<file path="src/rtl/dmem_bridge.sv">
// dmem_bridge: converts single-cycle MEM-stage loads/stores into req/ack
// transactions on a slow data-RAM bus. While an access is in flight the
// pipeline is stalled. The bridge flags misaligned accesses and bus timeouts.
// Optional feature macro: DMEM_LASTREAD_EN adds a one-entry last-read buffer.
// With the buffer, a repeated aligned read of the same address completes in
// IDLE with zero stall.
module dmem_bridge #(
    parameter int unsigned ADDR_WIDTH = 32,
    parameter int unsigned DATA_WIDTH = 32,
    parameter int unsigned TIMEOUT    = 255
) (
    input  logic                  clk,
    input  logic                  rst,
    input  logic                  mem_valid,
    input  logic                  mem_ren,
    input  logic                  mem_wen,
    input  logic [ADDR_WIDTH-1:0] mem_addr,
    input  logic [DATA_WIDTH-1:0] mem_dout,
    output logic [DATA_WIDTH-1:0] mem_din,
    output logic                  mem_stall,
    output logic                  bus_req,
    output logic                  bus_we,
    output logic [ADDR_WIDTH-1:0] bus_addr,
    output logic [DATA_WIDTH-1:0] bus_wdata,
    input  logic                  bus_ack,
    input  logic [DATA_WIDTH-1:0] bus_rdata,
    output logic                  acc_err
);

    // TIMEOUT is limited to 1..255, so an 8-bit wait counter is enough
    localparam int unsigned CNT_W = 8;

    typedef enum logic [1:0] {
        IDLE = 2'd0,
        REQ  = 2'd1,
        DONE = 2'd2
    } state_t;

    state_t                state;
    state_t                state_nx;

    logic [CNT_W-1:0]      cnt;
    logic [CNT_W-1:0]      cnt_nx;
    logic [DATA_WIDTH-1:0] din_q;
    logic [DATA_WIDTH-1:0] din_nx;
    logic                  req_nx;
    logic                  we_nx;
    logic [ADDR_WIDTH-1:0] addr_nx;
    logic [DATA_WIDTH-1:0] wdata_nx;
    logic                  err_nx;

    logic                  access;
    logic                  aligned;
    logic                  timed_out;
    logic                  hit;
    logic [DATA_WIDTH-1:0] hit_data;

    // Access qualification; a simultaneous ren/wen is handled as a write
    assign access    = mem_valid & (mem_ren | mem_wen);
    assign aligned   = (mem_addr[1:0] == 2'b00);
    assign timed_out = (cnt == CNT_W'(TIMEOUT - 1));

`ifdef DMEM_LASTREAD_EN
    logic                  lr_valid;
    logic [ADDR_WIDTH-1:0] lr_tag;
    logic [DATA_WIDTH-1:0] lr_data;

    // A hit is a pure aligned read in IDLE that matches the buffered address
    assign hit      = lr_valid & (state == IDLE) & mem_valid & mem_ren & ~mem_wen
                      & aligned & (lr_tag == mem_addr);
    assign hit_data = lr_data;

    // Last-read buffer: fill on read completion, drop on write completion or error
    always_ff @(posedge clk or posedge rst) begin
        if (rst) begin
            lr_valid <= 1'b0;
            lr_tag   <= '0;
            lr_data  <= '0;
        end else if ((state == REQ) && bus_ack) begin
            if (!bus_we) begin
                lr_valid <= 1'b1;
                lr_tag   <= bus_addr;
                lr_data  <= bus_rdata;
            end else begin
                lr_valid <= 1'b0;
            end
        end else if (err_nx) begin
            lr_valid <= 1'b0;
        end
    end

    // A hit presents buffered data in the same cycle as the request
    assign mem_din = hit ? lr_data : din_q;
`else
    assign hit      = 1'b0;
    assign hit_data = '0;
    assign mem_din  = din_q;
`endif

    // Stall while an access is being launched or is on the bus; reset releases it
    assign mem_stall = ~rst & (((state == IDLE) & access & ~hit) | (state == REQ));

    // State and registered-output storage
    always_ff @(posedge clk or posedge rst) begin
        if (rst) begin
            state     <= IDLE;
            cnt       <= '0;
            bus_req   <= 1'b0;
            bus_we    <= 1'b0;
            bus_addr  <= '0;
            bus_wdata <= '0;
            din_q     <= '0;
            acc_err   <= 1'b0;
        end else begin
            state     <= state_nx;
            cnt       <= cnt_nx;
            bus_req   <= req_nx;
            bus_we    <= we_nx;
            bus_addr  <= addr_nx;
            bus_wdata <= wdata_nx;
            din_q     <= din_nx;
            acc_err   <= err_nx;
        end
    end

    // Next-state logic; an ack wins over a coincident timeout
    always_comb begin
        state_nx = state;
        case (state)
            IDLE: begin
                if (access && !hit) begin
                    state_nx = aligned ? REQ : DONE;
                end
            end
            REQ: begin
                if (bus_ack || timed_out) begin
                    state_nx = DONE;
                end
            end
            DONE:    state_nx = IDLE;
            default: state_nx = IDLE;
        endcase
    end

    // Next values of the registered outputs, wait counter and load data
    always_comb begin
        req_nx   = bus_req;
        we_nx    = bus_we;
        addr_nx  = bus_addr;
        wdata_nx = bus_wdata;
        din_nx   = din_q;
        err_nx   = 1'b0;
        cnt_nx   = cnt;
        case (state)
            IDLE: begin
                cnt_nx = '0;
                if (hit) begin
                    din_nx = hit_data;
                end else if (access) begin
                    if (aligned) begin
                        req_nx   = 1'b1;
                        we_nx    = mem_wen;
                        addr_nx  = mem_addr;
                        wdata_nx = mem_dout;
                    end else begin
                        din_nx = '0;
                        err_nx = 1'b1;
                    end
                end
            end
            REQ: begin
                cnt_nx = cnt + CNT_W'(1);
                if (bus_ack) begin
                    req_nx = 1'b0;
                    cnt_nx = '0;
                    if (!bus_we) begin
                        din_nx = bus_rdata;
                    end
                end else if (timed_out) begin
                    req_nx = 1'b0;
                    din_nx = '0;
                    err_nx = 1'b1;
                    cnt_nx = '0;
                end
            end
            DONE: begin
                cnt_nx = '0;
            end
            default: begin
                req_nx = 1'b0;
                cnt_nx = '0;
            end
        endcase
    end

endmodule

</file>
<file path="config.mk">
export PLATFORM = sky130hd
export DESIGN_NAME = dmem_bridge
export DESIGN_NICKNAME = d
export VERILOG_FILES = /design/src/rtl/dmem_bridge.sv
export SDC_FILE = /design/constraint.sdc
export NUM_CORES = 1
export LEC_CHECK = 0
export ABC_AREA = 1
export BUFFER_PORTS_ARGS = -buffer_cell sky130_fd_sc_hd__buf_2
export CAP_MARGIN = 20
export CORE_UTILIZATION = 44
export CTS_BUF_LIST = sky130_fd_sc_hd__clkbuf_8
export CTS_CLUSTER_SIZE = 14
export DETAILED_ROUTE_END_ITERATION = 8
export GPL_TIMING_DRIVEN = 0
export HOLD_SLACK_MARGIN = 0.03
export PLACE_DENSITY = 0.78
export SLEW_MARGIN = 20
export SYNTH_ARGS = -nofsm -noshare
export SYNTH_HDL_FRONTEND = slang
export SYNTH_SLANG_ARGS = --single-unit
</file>
<file path="constraint.sdc">
create_clock -name clk -period 3.6 [get_ports clk]
set_input_delay 0.9 -clock clk [delete_from_list [all_inputs] [get_ports clk]]
set_output_delay 0.9 -clock clk [all_outputs]
set_load 0.03 [all_outputs]
</file>
== Word level (Yosys, flattened, before mapping) ==
Index checks and enable logic that the tools add are counted.

* Register bits after elaboration: 109
* Latch bits: 0
* Memory bits (writable): 0
* ROM bits: 0
* Bits of input ports: 102
* Output and inout bits: 100
* Word-level logic and storage cells: 56
* Memories: 0

* Add/subtract/negate cells: 1
* Multipliers: 0
* Divide/modulo/power cells: 0
* Order comparisons: 0
* Eq/ne operators: 9
* Shifts and indexed selects: 0
* Mux-type cells: 23
* Bitwise gates (word level): 7
* Reductions and logical operators: 8

{| class="wikitable"
|+ Operators with widths
! operator !! number
|-
| $mux W32 || 5
|-
| $pmux W32 S2 || 1
|-
| $mux W8 || 3
|-
| $add A8 B1 Y8 const B || 1
|-
| $eq A8 B8 Y1 const B || 1
|-
| $mux W1 || 8
|-
| $mux W2 || 3
|-
| $ne A2 B2 Y1 const B || 3
|-
| $ne A3 B3 Y1 const B || 2
|-
| $reduce_and A5 Y1 || 1
|-
| $logic_not A2 Y1 || 2
|-
| $pmux W2 S2 || 1
|-
| $reduce_and A4 Y1 || 1
|-
| $and A1 B1 Y1 || 3
|-
| $pmux W1 S3 || 1
|-
| $reduce_and A3 Y1 || 1
|-
| $eq A2 B1 Y1 const B || 1
|-
| $eq A2 B2 Y1 const B || 1
|-
| $ne A2 B1 Y1 const B || 1
|-
| $not A1 Y1 || 2
|-
| $or A1 B1 Y1 || 2
|-
| $pmux W1 S2 || 1
|-
| $reduce_and A2 Y1 || 1
|-
| $reduce_bool A2 Y1 || 1
|-
| $logic_or A1 B1 Y1 || 1
|}

== Depth between registers and ports, before layout ==
Gate-level depths: netlist of the first run.

* Depth in word-level cells: 5
* Mapped depth: 10
* Depth with buffers taken out: 9

== Worst setup path after synthesis of the first run ==
Ideal clock, no wire load.

* Kind: input to output
* Start: input port mem_wen
* End: output port mem_stall
* Data arrival time: 1.586 ns
* Required time: 2.700 ns
* Setup slack: 1.114 ns
* Cell stages on the path: 4
* Path buffers: 0
* Cells stage by stage: o21ai_1 > inv_1 > nand2_1 > a21oi_1

* Longest elaborated chain between the ends: 5

{| class="wikitable"
|+ Ends and longest elaborated chain
! item !! line !! text
|-
| start: declaration || 16 || <nowiki>input logic mem_wen,</nowiki>
|-
| $or A1 B1 Y1 || 59 || <nowiki>assign access = mem_valid & (mem_ren | mem_wen);</nowiki>
|-
| $and A1 B1 Y1 || 59 ||
|-
| $and A1 B1 Y1 || 101 || <nowiki>assign mem_stall = ~rst & (((state == IDLE) & access & ~hit) | (state == REQ));</nowiki>
|-
| $or A1 B1 Y1 || 101 ||
|-
| $and A1 B1 Y1 || 101 ||
|-
| end: declaration || 20 || <nowiki>output logic mem_stall,</nowiki>
|}

Every way passes these cells.

== Worst setup path in the final report of the first run ==
Same ends and word-level chain as after synthesis.

==> results of run 1 <==
## flip-flops by register name (all words and copies together) (netlist names)
register   flops
state          2
bus_req        1
bus_addr      32
acc_err        1
bus_we         1
cnt            8
bus_wdata     32
mem_din       32
## final cells by class
class                           instances  area share
Clock buffer                            9      0.0205
Timing Repair Buffer                  203       0.175
Sequential cell                       109       0.451
Inverter                               14     0.00931
Tap cell                              136      0.0281
Buffer                                 34      0.0281
Clock inverter                          7     0.00931
Multi-Input combinational cell        406       0.278
## through the flow
| step | hold slack [ps] | setup WS (ps) |
|---|---|---|
| CTS | 467 | 929 |
| global placement | 444 | 687 |
| global route | 497 | 874 |
| finish | 464 | 921 |
| floorplan | 432 | 1110 |
| detailed placement | 453 | 929 |
## metal layers
layer	vias to the layer above	wire length [µm]	share of wire	global-route usage
met5	-	0	0	0
met4	0	182	0.015	0.0674
met3	13	1040	0.085	0.0680
met2	185	5950	0.49	0.395
met1	2067	4950	0.41	0.280
li1	2168	-	-	-
## worst max-delay path: stages
cell     delay, ps
buf_2          110
o21ai_1        300
inv_1           80
nand2_1        100
a21oi_1         90
buf_2          200
## synthesized netlist by cell type
| library cell | n |
|---|---|
| o21ai_1 | 1 |
| nor2_2 | 3 |
| nand4_1 | 33 |
| nor3b_1 | 1 |
| o21ai_0 | 1 |
| inv_2 | 2 |
| nand3_2 | 1 |
| buf_2 | 19 |
| xnor2_1 | 1 |
| nor3_1 | 2 |
| ha_1 | 2 |
| clkbuf_1 | 9 |
| and3_1 | 1 |
| inv_1 | 12 |
| buf_1 | 1 |
| o21ai_2 | 1 |
| buf_4 | 5 |
| o21bai_1 | 1 |
| a21oi_1 | 4 |
| dfrtp_1 | 109 |
| nand3_1 | 3 |
| nand2_2 | 2 |
| a31oi_1 | 1 |
| xor2_1 | 1 |
| nand2_1 | 302 |
| nor2_1 | 45 |
## cell families after synthesis
| logic type | Yosys count |
|---|---|
| fa+ha+maj | 2 |
| buf+inv | 48 |
| flops | 109 |
| xor+xnor | 2 |
| simple gates | 393 |
| compound gates | 9 |
## worst max path at each step
stage / slack (ps) / depth (start not counted) / from / to
2_1_floorplan: 1110 / 4 / mem_wen / mem_stall
3_3_place_gp: 690 / 2 / rst / bus_addr[12]$_DFFE_PP0P_
3_5_place_dp: 930 / 6 / mem_wen / mem_stall
4_1_cts: 930 / 6 / mem_wen / mem_stall
5_1_grt: 870 / 6 / mem_wen / mem_stall
6_report: 920 / 6 / mem_wen / mem_stall
## power breakdown
group          leakage, nW  switching (W)  internal, W
Combinational         2.06        0.00149     0.000543
Clock               0.0963       0.000440     0.000264
Sequential            1.43       0.000228      0.00163
==> results by group, run 1 <==
Clock tree
  – Clock slew at reported path FFs: 100 ps
  – Hold_buf cts: 0
  – CTS H-tree depth: 3
  – Max clock buf depth: 2
  – CTS Sinks: 109
  – CTS Buf Count: 9
  – Root buf cell: clkbuf_8
  – CTS tree: yes
  – Clock latency at the later pin of the worst-skew pair: 360 ps
  – Post-cts sizing count: 0
  – # Post-CTS Setup Buffers: 0

Critical path
  – Worst r2r dst: mem_din[29]$_DFFE_PP0P_
  – Worst Reg-to-Reg Cells: 10
  – RR Startpoint: cnt[0]$_DFF_PP0_
  – Worst Path Class, Setup: primary input to output pin
  – Max FO, Critical Path: 3
  – Req. time, crit path: 2700 ps
  – CP Launch Type: primary input
  – Reg2Reg Setup Slack: 1960 ps
  – CP arrival: 1780 ps
  – Worst setup EP type: output pin

STA
  – Worst-Margin Slew: 535 ps
  – Fmax: 373 MHz
  – Final setup skew: 11.8 ps
  – Setup TNS: 0 ps
  – RSZ-0062 raised after global routing: false
  – Fin crit share: 0.744
  – Hold Fails Final Rpt: 0
  – Max-slew violation count: 0
  – Final setup viols: 0
  – Post-layout min period: 2680 ps
  – Relative slew slack: 0.643

Floorplan
  – Die Y: 105 µm
  – Core area: 0.0103 mm²
  – Initial core utilization: 0.451
  – Row count: 37
  – DIE WIDTH: 105 µm
  – Die footprint: 0.0109 mm²
  – Top Ports: 202

Finish
  – Commonest non-fill, non-tap cell in the layout: nand2_1
  – Design area: 0.00605 mm²
  – Register area: 0.00273 mm²
  – Fill count: 937
  – Commonest cells after routing, fill and taps aside: nand2_1, buf_2, dfrtp_1
  – Share of cells above drive strength 1: 0.324
  – Area of the multi-input gates: 0.00168 mm²
  – Non-Filler Instances: 918
  – Nets: 881
  – # diodes: 0
  – Core Util, Final: 0.589
  – Area growth, synth to finish: 30.5%

Detailed routing
  – DRC errors left: 0
  – Vias per inst: 4.83
  – First-pass iteration count of the detailed router: 8
  – WL per Instance: 13.2 µm
  – Antenna-violating nets left: 0
  – DRT iter0 DRCs: 268
  – Via count: 4,433
  – WL final: 12,100 µm

Place
  – IO Port Bufs: 200
  – Cells after DPL: 902
  – HPWL after detailed placement: 9100 µm
  – RD Place Congestion: 0.840
  – Placed cell area: 0.00587 mm²

Power
  – Pleak: 3.58 nW
  – Peak supply drop: 0.000574 V
  – Final Power: 0.00460 W
  – Power per cell area: 760 mW/mm²

Synth
  – Compound-gate portion of the synthesized area: 0.0113
  – Mapped Area: 0.00463 mm²
  – Netlist cell types: 26
  – Synth Area in Simple Gates: 0.343
  – Gate count of the mapped netlist: 563
  – Synth Area in XOR/XNOR: 0.00378
  – Sequential share of the synthesized area: 0.589
  – Synthesized area per cell: 8.23 µm²
  – Synth area leaders: dfrtp_1, nand2_1, nand4_1
  – Yosys warns: 0
  – Combinational family with the most area after synthesis: simple AND/OR/NAND/NOR gates
  – Net Count, Synth: 667
  – Mux cell area share after synthesis: 0
  – Adder-Cell Fraction of Synth Area: 0.00540
  – Area share of the leading cell type in the synthesized netlist: 0.589
  – Yosys top cell by area: dfrtp_1
  – Yosys reg bits: 109

Outcome
  – Status: completed

Global route
  – GRT Util Overall: 0.230
  – Largest net degree at the start of global routing: 33
  – Remaining global-route overflow: 0
  – Vias in the first global route: 4,437
  – Initial antenna violation count: 0
  – First-pass GRT wire length: 20,200 µm

Min path
  – Hold Crit Class: flop to flop
  – Hold path startpoint: cnt[0]$_DFF_PP0_
  – Hold Crit Endpoint: cnt[0]$_DFF_PP0_
  – Hold Path Depth: 1

Flow run
  – Max-cap viol count: 0
No activity file was read; power rests on OpenSTA's default activity.
==> inputs of run 2 (changes only) <==
--- a/config.mk
+++ b/config.mk
@@ -8,13 +8,13 @@
 export ABC_AREA = 1
 export BUFFER_PORTS_ARGS = -buffer_cell sky130_fd_sc_hd__buf_2
 export CAP_MARGIN = 20
-export CORE_UTILIZATION = 44
+export CORE_UTILIZATION = 49
 export CTS_BUF_LIST = sky130_fd_sc_hd__clkbuf_8
 export CTS_CLUSTER_SIZE = 14
 export DETAILED_ROUTE_END_ITERATION = 8
 export GPL_TIMING_DRIVEN = 0
 export HOLD_SLACK_MARGIN = 0.03
-export PLACE_DENSITY = 0.78
+export PLACE_DENSITY = 0.82
 export SLEW_MARGIN = 20
 export SYNTH_ARGS = -nofsm -noshare
 export SYNTH_HDL_FRONTEND = slang
==> constraint.sdc (replaced) <==
create_clock -name clk -period 2.8 [get_ports clk]
set_input_delay 0.7 -clock clk [delete_from_list [all_inputs] [get_ports clk]]
set_output_delay 0.7 -clock clk [all_outputs]
set_load 0.03 [all_outputs]
==> run 2 against run 1 <==
Largest cell class unchanged. Design area shrank 0.12%. Clock-buffer cell count is the same. Flip-flop and latch count is the same. Combinational power rose by 28%. Sequential share of layout area increased by 0.056 points. Via count decreased by 0.11%. Total power grew 30%. Die area decreased by 10%. First-iteration DRC count fell by 27%.
==> results by group, run 2 (synthesis results as in run 1) <==
Global route
  – Met3 Usage GRT: 0.0675
  – GRT Util Overall: 0.248
  – Initial antenna violation count: 0
  – Met2 Track Usage GR: 0.419
  – Met1 usage: 0.304
  – Remaining global-route overflow: 0
  – First-pass GRT wire length: 19,200 µm
  – Global route hottest layer: met2
  – Largest net degree at the start of global routing: 35
  – Vias in the first global route: 4,254

Clock tree
  – CTS Buf Count: 9
  – Max clock buf depth: 2
  – Clock slew at reported path FFs: 110 ps
  – Clock latency at the later pin of the worst-skew pair: 380 ps
  – Hold_buf cts: 0
  – CTS Sinks: 109
  – Post-cts sizing count: 0
  – CTS tree: yes
  – Root buf cell: clkbuf_8
  – # Post-CTS Setup Buffers: 0
  – CTS H-tree depth: 3

STA
  – Relative slew slack: 0.662
  – Hold Fails Final Rpt: 0
  – Worst setup margin: 397 ps
  – Fin crit share: 0.858
  – Final setup skew: 17.0 ps
  – Final setup viols: 0
  – Worst-Margin Slew: 505 ps
  – Setup TNS: 0 ps
  – Post-layout min period: 2400 ps
  – Max-slew violation count: 0
  – Fmax: 416 MHz
  – RSZ-0062 raised after global routing: false

Place
  – Cells after DPL: 877
  – HPWL after detailed placement: 9030 µm
  – Place WS: 583 ps
  – RD Place Congestion: 0.832
  – IO Port Bufs: 200

Floorplan
  – Row count: 35
  – Die Y: 99.3 µm
  – Die footprint: 0.00985 mm²
  – DIE WIDTH: 99.3 µm
  – Top Ports: 202
  – Initial core utilization: 0.504
  – Core area: 0.00920 mm²

Power
  – Clock Power Share: 0.166
  – Flop pwr share: 0.397
  – Pint: 0.00322 W
  – Comb power frac: 0.437
  – Peak supply drop: 0.000652 V
  – Pleak: 3.59 nW
  – Sw Ratio: 0.462
  – Power per cell area: 989 mW/mm²
  – Net Sw Power: 0.00276 W

Detailed routing
  – WL final: 11,900 µm
  – Vias per inst: 4.96
  – Antenna-violating nets left: 0
  – DRC errors left: 0
  – Via count: 4,428
  – DRT iter0 DRCs: 196
  – WL per Instance: 13.3 µm
  – First-pass iteration count of the detailed router: 4

Critical path
  – CP arrival: 1700 ps
  – CP Launch Type: flop
  – Worst Path Class, Setup: flop to output pin
  – Reg2Reg Setup Slack: 1100 ps
  – Max FO, Critical Path: 10
  – Req. time, crit path: 2100 ps
  – Worst Reg-to-Reg Cells: 10
  – RR Startpoint: cnt[0]$_DFF_PP0_
  – Worst setup EP type: output pin
  – Worst r2r dst: mem_din[28]$_DFFE_PP0P_

Min path
  – Hold Crit Class: primary input to async pin

Finish
  – # diodes: 0
  – Commonest cells after routing, fill and taps aside: nand2_1, buf_2, dfrtp_1
  – Non-Filler Instances: 893
  – Share of cells above drive strength 1: 0.322
  – Nets: 881
  – Area growth, synth to finish: 30.4%
  – Commonest non-fill, non-tap cell in the layout: nand2_1

Outcome
  – Status: completed

Flow run
  – Max-cap viol count: 0
[run 2: cell types whose count changed in the layout (fill, tap and decap cells not counted), sizes merged]
| cell | before | now |
|---|---|---|
| bufinv | 0 | 1 |
| clkinv | 3 | 1 |
| inv | 17 | 18 |
[run 2: cell type report]
type,count,area (µm²)
Fill cell,770,3150
Tap cell,111,139
Sequential cell,109,2730
Multi-Input combinational cell,406,1680
Clock buffer,9,124
Buffer,34,170
Clock inverter,7,80.1
Timing Repair Buffer,203,1060
Inverter,14,56.3
[run 2: how the worst max path moves through the flow]
stage,from,to
after floorplan,mem_wen,mem_stall
after global placement,rst,bus_addr[6]$_DFFE_PP0P_
after detailed placement,mem_wen,mem_stall
after CTS,state[0]$_DFFE_PP0P_,mem_stall
after global routing,state[0]$_DFFE_PP0P_,mem_stall
final,state[0]$_DFFE_PP0P_,mem_stall
[run 2: worst max-delay path, cell delays in order, from the launching register on]
cell	delay, ps
dfrtp_1	420
nand2_2	190
clkbuf_1	390
a21oi_1	130
buf_2	200
[run 2: metal layers]
metal	vias to the layer above	routed length [µm]
met5	-	0
met4	0	229
met3	20	999
met2	175	5770
met1	2066	4920
li1	2167	-
[run 2: per-stage QoR]
step                hold WS [ps]  power (W)   util  instance area, µm²
floorplan                    432    0.00414      -                4640
global placement             443    0.00495  0.628                5780
detailed placement           453    0.00502  0.635                5840
CTS                          363    0.00602  0.657                6040
global route                 388    0.00632  0.657                6040
finish                       361    0.00598  0.657                6040
[run 2: power by group through the flow]
stage / Clock, W / Combinational, W / Sequential (W)
4_1_cts: 0.00102 / 0.00263 / 0.00237
3_5_place_dp: 0 / 0.00263 / 0.00239
3_3_place_gp: 0 / 0.00257 / 0.00237
6_report: 0.000993 / 0.00261 / 0.00237
5_1_grt: 0.00106 / 0.00281 / 0.00244
2_1_floorplan: 0 / 0.000719 / 0.00342
==> inputs of run 3 (changes only) <==
--- a/config.mk
+++ b/config.mk
@@ -8,13 +8,13 @@
 export ABC_AREA = 1
 export BUFFER_PORTS_ARGS = -buffer_cell sky130_fd_sc_hd__buf_2
 export CAP_MARGIN = 20
-export CORE_UTILIZATION = 49
+export CORE_UTILIZATION = 39
 export CTS_BUF_LIST = sky130_fd_sc_hd__clkbuf_8
 export CTS_CLUSTER_SIZE = 14
 export DETAILED_ROUTE_END_ITERATION = 8
 export GPL_TIMING_DRIVEN = 0
 export HOLD_SLACK_MARGIN = 0.03
-export PLACE_DENSITY = 0.82
+export PLACE_DENSITY = 0.68
 export SLEW_MARGIN = 20
 export SYNTH_ARGS = -nofsm -noshare
 export SYNTH_HDL_FRONTEND = slang
==> run 3 against run 2 <==
The run now ends with DRC left. Sequential share of layout area down 0.093 points. Sequential power about the same. Design area up 0.21%. Global-route usage down 4.2 points. Cell count up 3.5%. Core utilization down 13 points. Largest cell class unchanged. Highest routed layer unchanged.
==> results by group, run 3 (synthesis results as in run 1) <==
STA
  – Hold_ws: 323 ps
  – Fin crit share: 0.877
  – Final setup skew: 7.99 ps
  – Hold Fails Final Rpt: 0
  – Setup TNS: 0 ps
  – Max-slew violation count: 0
  – Worst-Margin Slew: 484 ps
  – Post-layout min period: 2460 ps
  – Final setup viols: 0
  – Relative slew slack: 0.677
  – Fmax: 407 MHz
  – RSZ-0062 raised after global routing: false

Critical path
  – Worst r2r dst: mem_din[7]$_DFFE_PP0P_
  – Worst Reg-to-Reg Cells: 10
  – Max FO, Critical Path: 10
  – Critical path origin: state[1]$_DFFE_PP0P_
  – Worst Path Class, Setup: flop to output pin
  – CP Launch Type: flop
  – Reg2Reg Setup Slack: 1180 ps
  – CP arrival: 1760 ps
  – Worst setup EP type: output pin
  – Req. time, crit path: 2100 ps
  – CP endpoint: mem_stall
  – RR Startpoint: cnt[0]$_DFF_PP0_

Place
  – HPWL after detailed placement: 9070 µm
  – IO Port Bufs: 200
  – RD Place Congestion: 0.799

Power
  – Peak supply drop: 0.000577 V
  – Pleak: 3.58 nW
  – Power per cell area: 967 mW/mm²
  – Final Power: 0.00586 W

Floorplan
  – Die Y: 111 µm
  – Initial core utilization: 0.402
  – DIE WIDTH: 111 µm
  – Row count: 39
  – Top Ports: 202
  – Core area: 0.0115 mm²
  – Die footprint: 0.0123 mm²

Global route
  – Initial antenna violation count: 0
  – GRT Util Overall: 0.205
  – Remaining global-route overflow: 0
  – Vias in the first global route: 4,281
  – Largest net degree at the start of global routing: 35
  – First-pass GRT wire length: 20,300 µm

Clock tree
  – CTS tree: yes
  – CTS Buf Count: 9
  – Root buf cell: clkbuf_8
  – Clock latency at the later pin of the worst-skew pair: 370 ps
  – Max clock buf depth: 2
  – CTS H-tree depth: 3
  – CTS Sinks: 109
  – Clock slew at reported path FFs: 90 ps
  – Hold_buf cts: 0
  – Post-cts sizing count: 0
  – # Post-CTS Setup Buffers: 0

Finish
  – Commonest non-fill, non-tap cell in the layout: nand2_1
  – Share of cells above drive strength 1: 0.321
  – # diodes: 0
  – Area growth, synth to finish: 30.6%
  – Commonest cells after routing, fill and taps aside: nand2_1, buf_2, dfrtp_1
  – Nets: 881

Detailed routing
  – Wire length on met3: 1040 µm
  – DRC errors left: 26
  – DRT iter0 DRCs: 345
  – WL final: 11,900 µm
  – First-pass iteration count of the detailed router: 7
  – Vias per inst: 4.74
  – Via count: 4,382
  – M1 wire length: 5200 µm
  – WL per Instance: 12.9 µm
  – Antenna-violating nets left: 0
  – DR top layer: met4
  – DR WL met2: 5470 µm

Outcome
  – Failing checks: DRC
  – Status: complete, but fails checks

Min path
  – Hold Crit Class: primary input to async pin

Flow run
  – Max-cap viol count: 0
==> run 3: layout make-up <==
class,instances,area [µm²]
clock buffer,11,151
timing repair buffer,203,1060
fill,1085,5460
clock inverter,4,25.0
inverter,14,56.3
multi-input combinational,406,1680
sequential,109,2730
buffer,34,170
tap,143,179
==> run 3: worst max-delay path, cell delays in order (launching register included) <==
cell      delay [ps]
dfrtp_1          400
inv_2             50
nand2_2          160
clkbuf_1         410
a21oi_1          170
buf_2            210
==> run 3: per-layer routing <==
layer	GRT usage	vias to the layer above
met5	0	-
met4	0.0793	0
met3	0.0623	16
met2	0.327	178
met1	0.263	2019
li1	-	2169
==> run 3: power breakdown <==
part | leakage (nW) | switching, W | internal (W) | total, W
combinational | 2.06 | 0.00191 | 0.000698 | 0.00260
sequential | 1.43 | 0.000290 | 0.00209 | 0.00238
clock | 0.0926 | 0.000507 | 0.000365 | 0.000872
==> run 3: worst min-delay path by stage <==
stage                                         from                  endpoint  slack [ps]  cells after the start
after floorplan                   cnt[0]$_DFF_PP0_          cnt[0]$_DFF_PP0_         430                      1
after global placement            cnt[0]$_DFF_PP0_          cnt[0]$_DFF_PP0_         440                      1
after detailed placement  bus_addr[12]$_DFFE_PP0P_  bus_addr[12]$_DFFE_PP0P_         450                      2
after CTS                                      rst   mem_din[17]$_DFFE_PP0P_         310                      2
after global routing                           rst   mem_din[18]$_DFFE_PP0P_         310                      2
final                                          rst   mem_din[17]$_DFFE_PP0P_         320                      2
==> run 3: stage by stage <==
stage | cells | util | cell area [µm²] | worst slack (ps)
floorplan | 563 | - | 4640 | 714
global placement | 906 | 0.505 | 5820 | 20.0
detailed placement | 909 | 0.510 | 5880 | 543
CTS | 924 | 0.526 | 6050 | 334
global route | 924 | 0.526 | 6050 | 243
finish | 924 | 0.526 | 6050 | 345
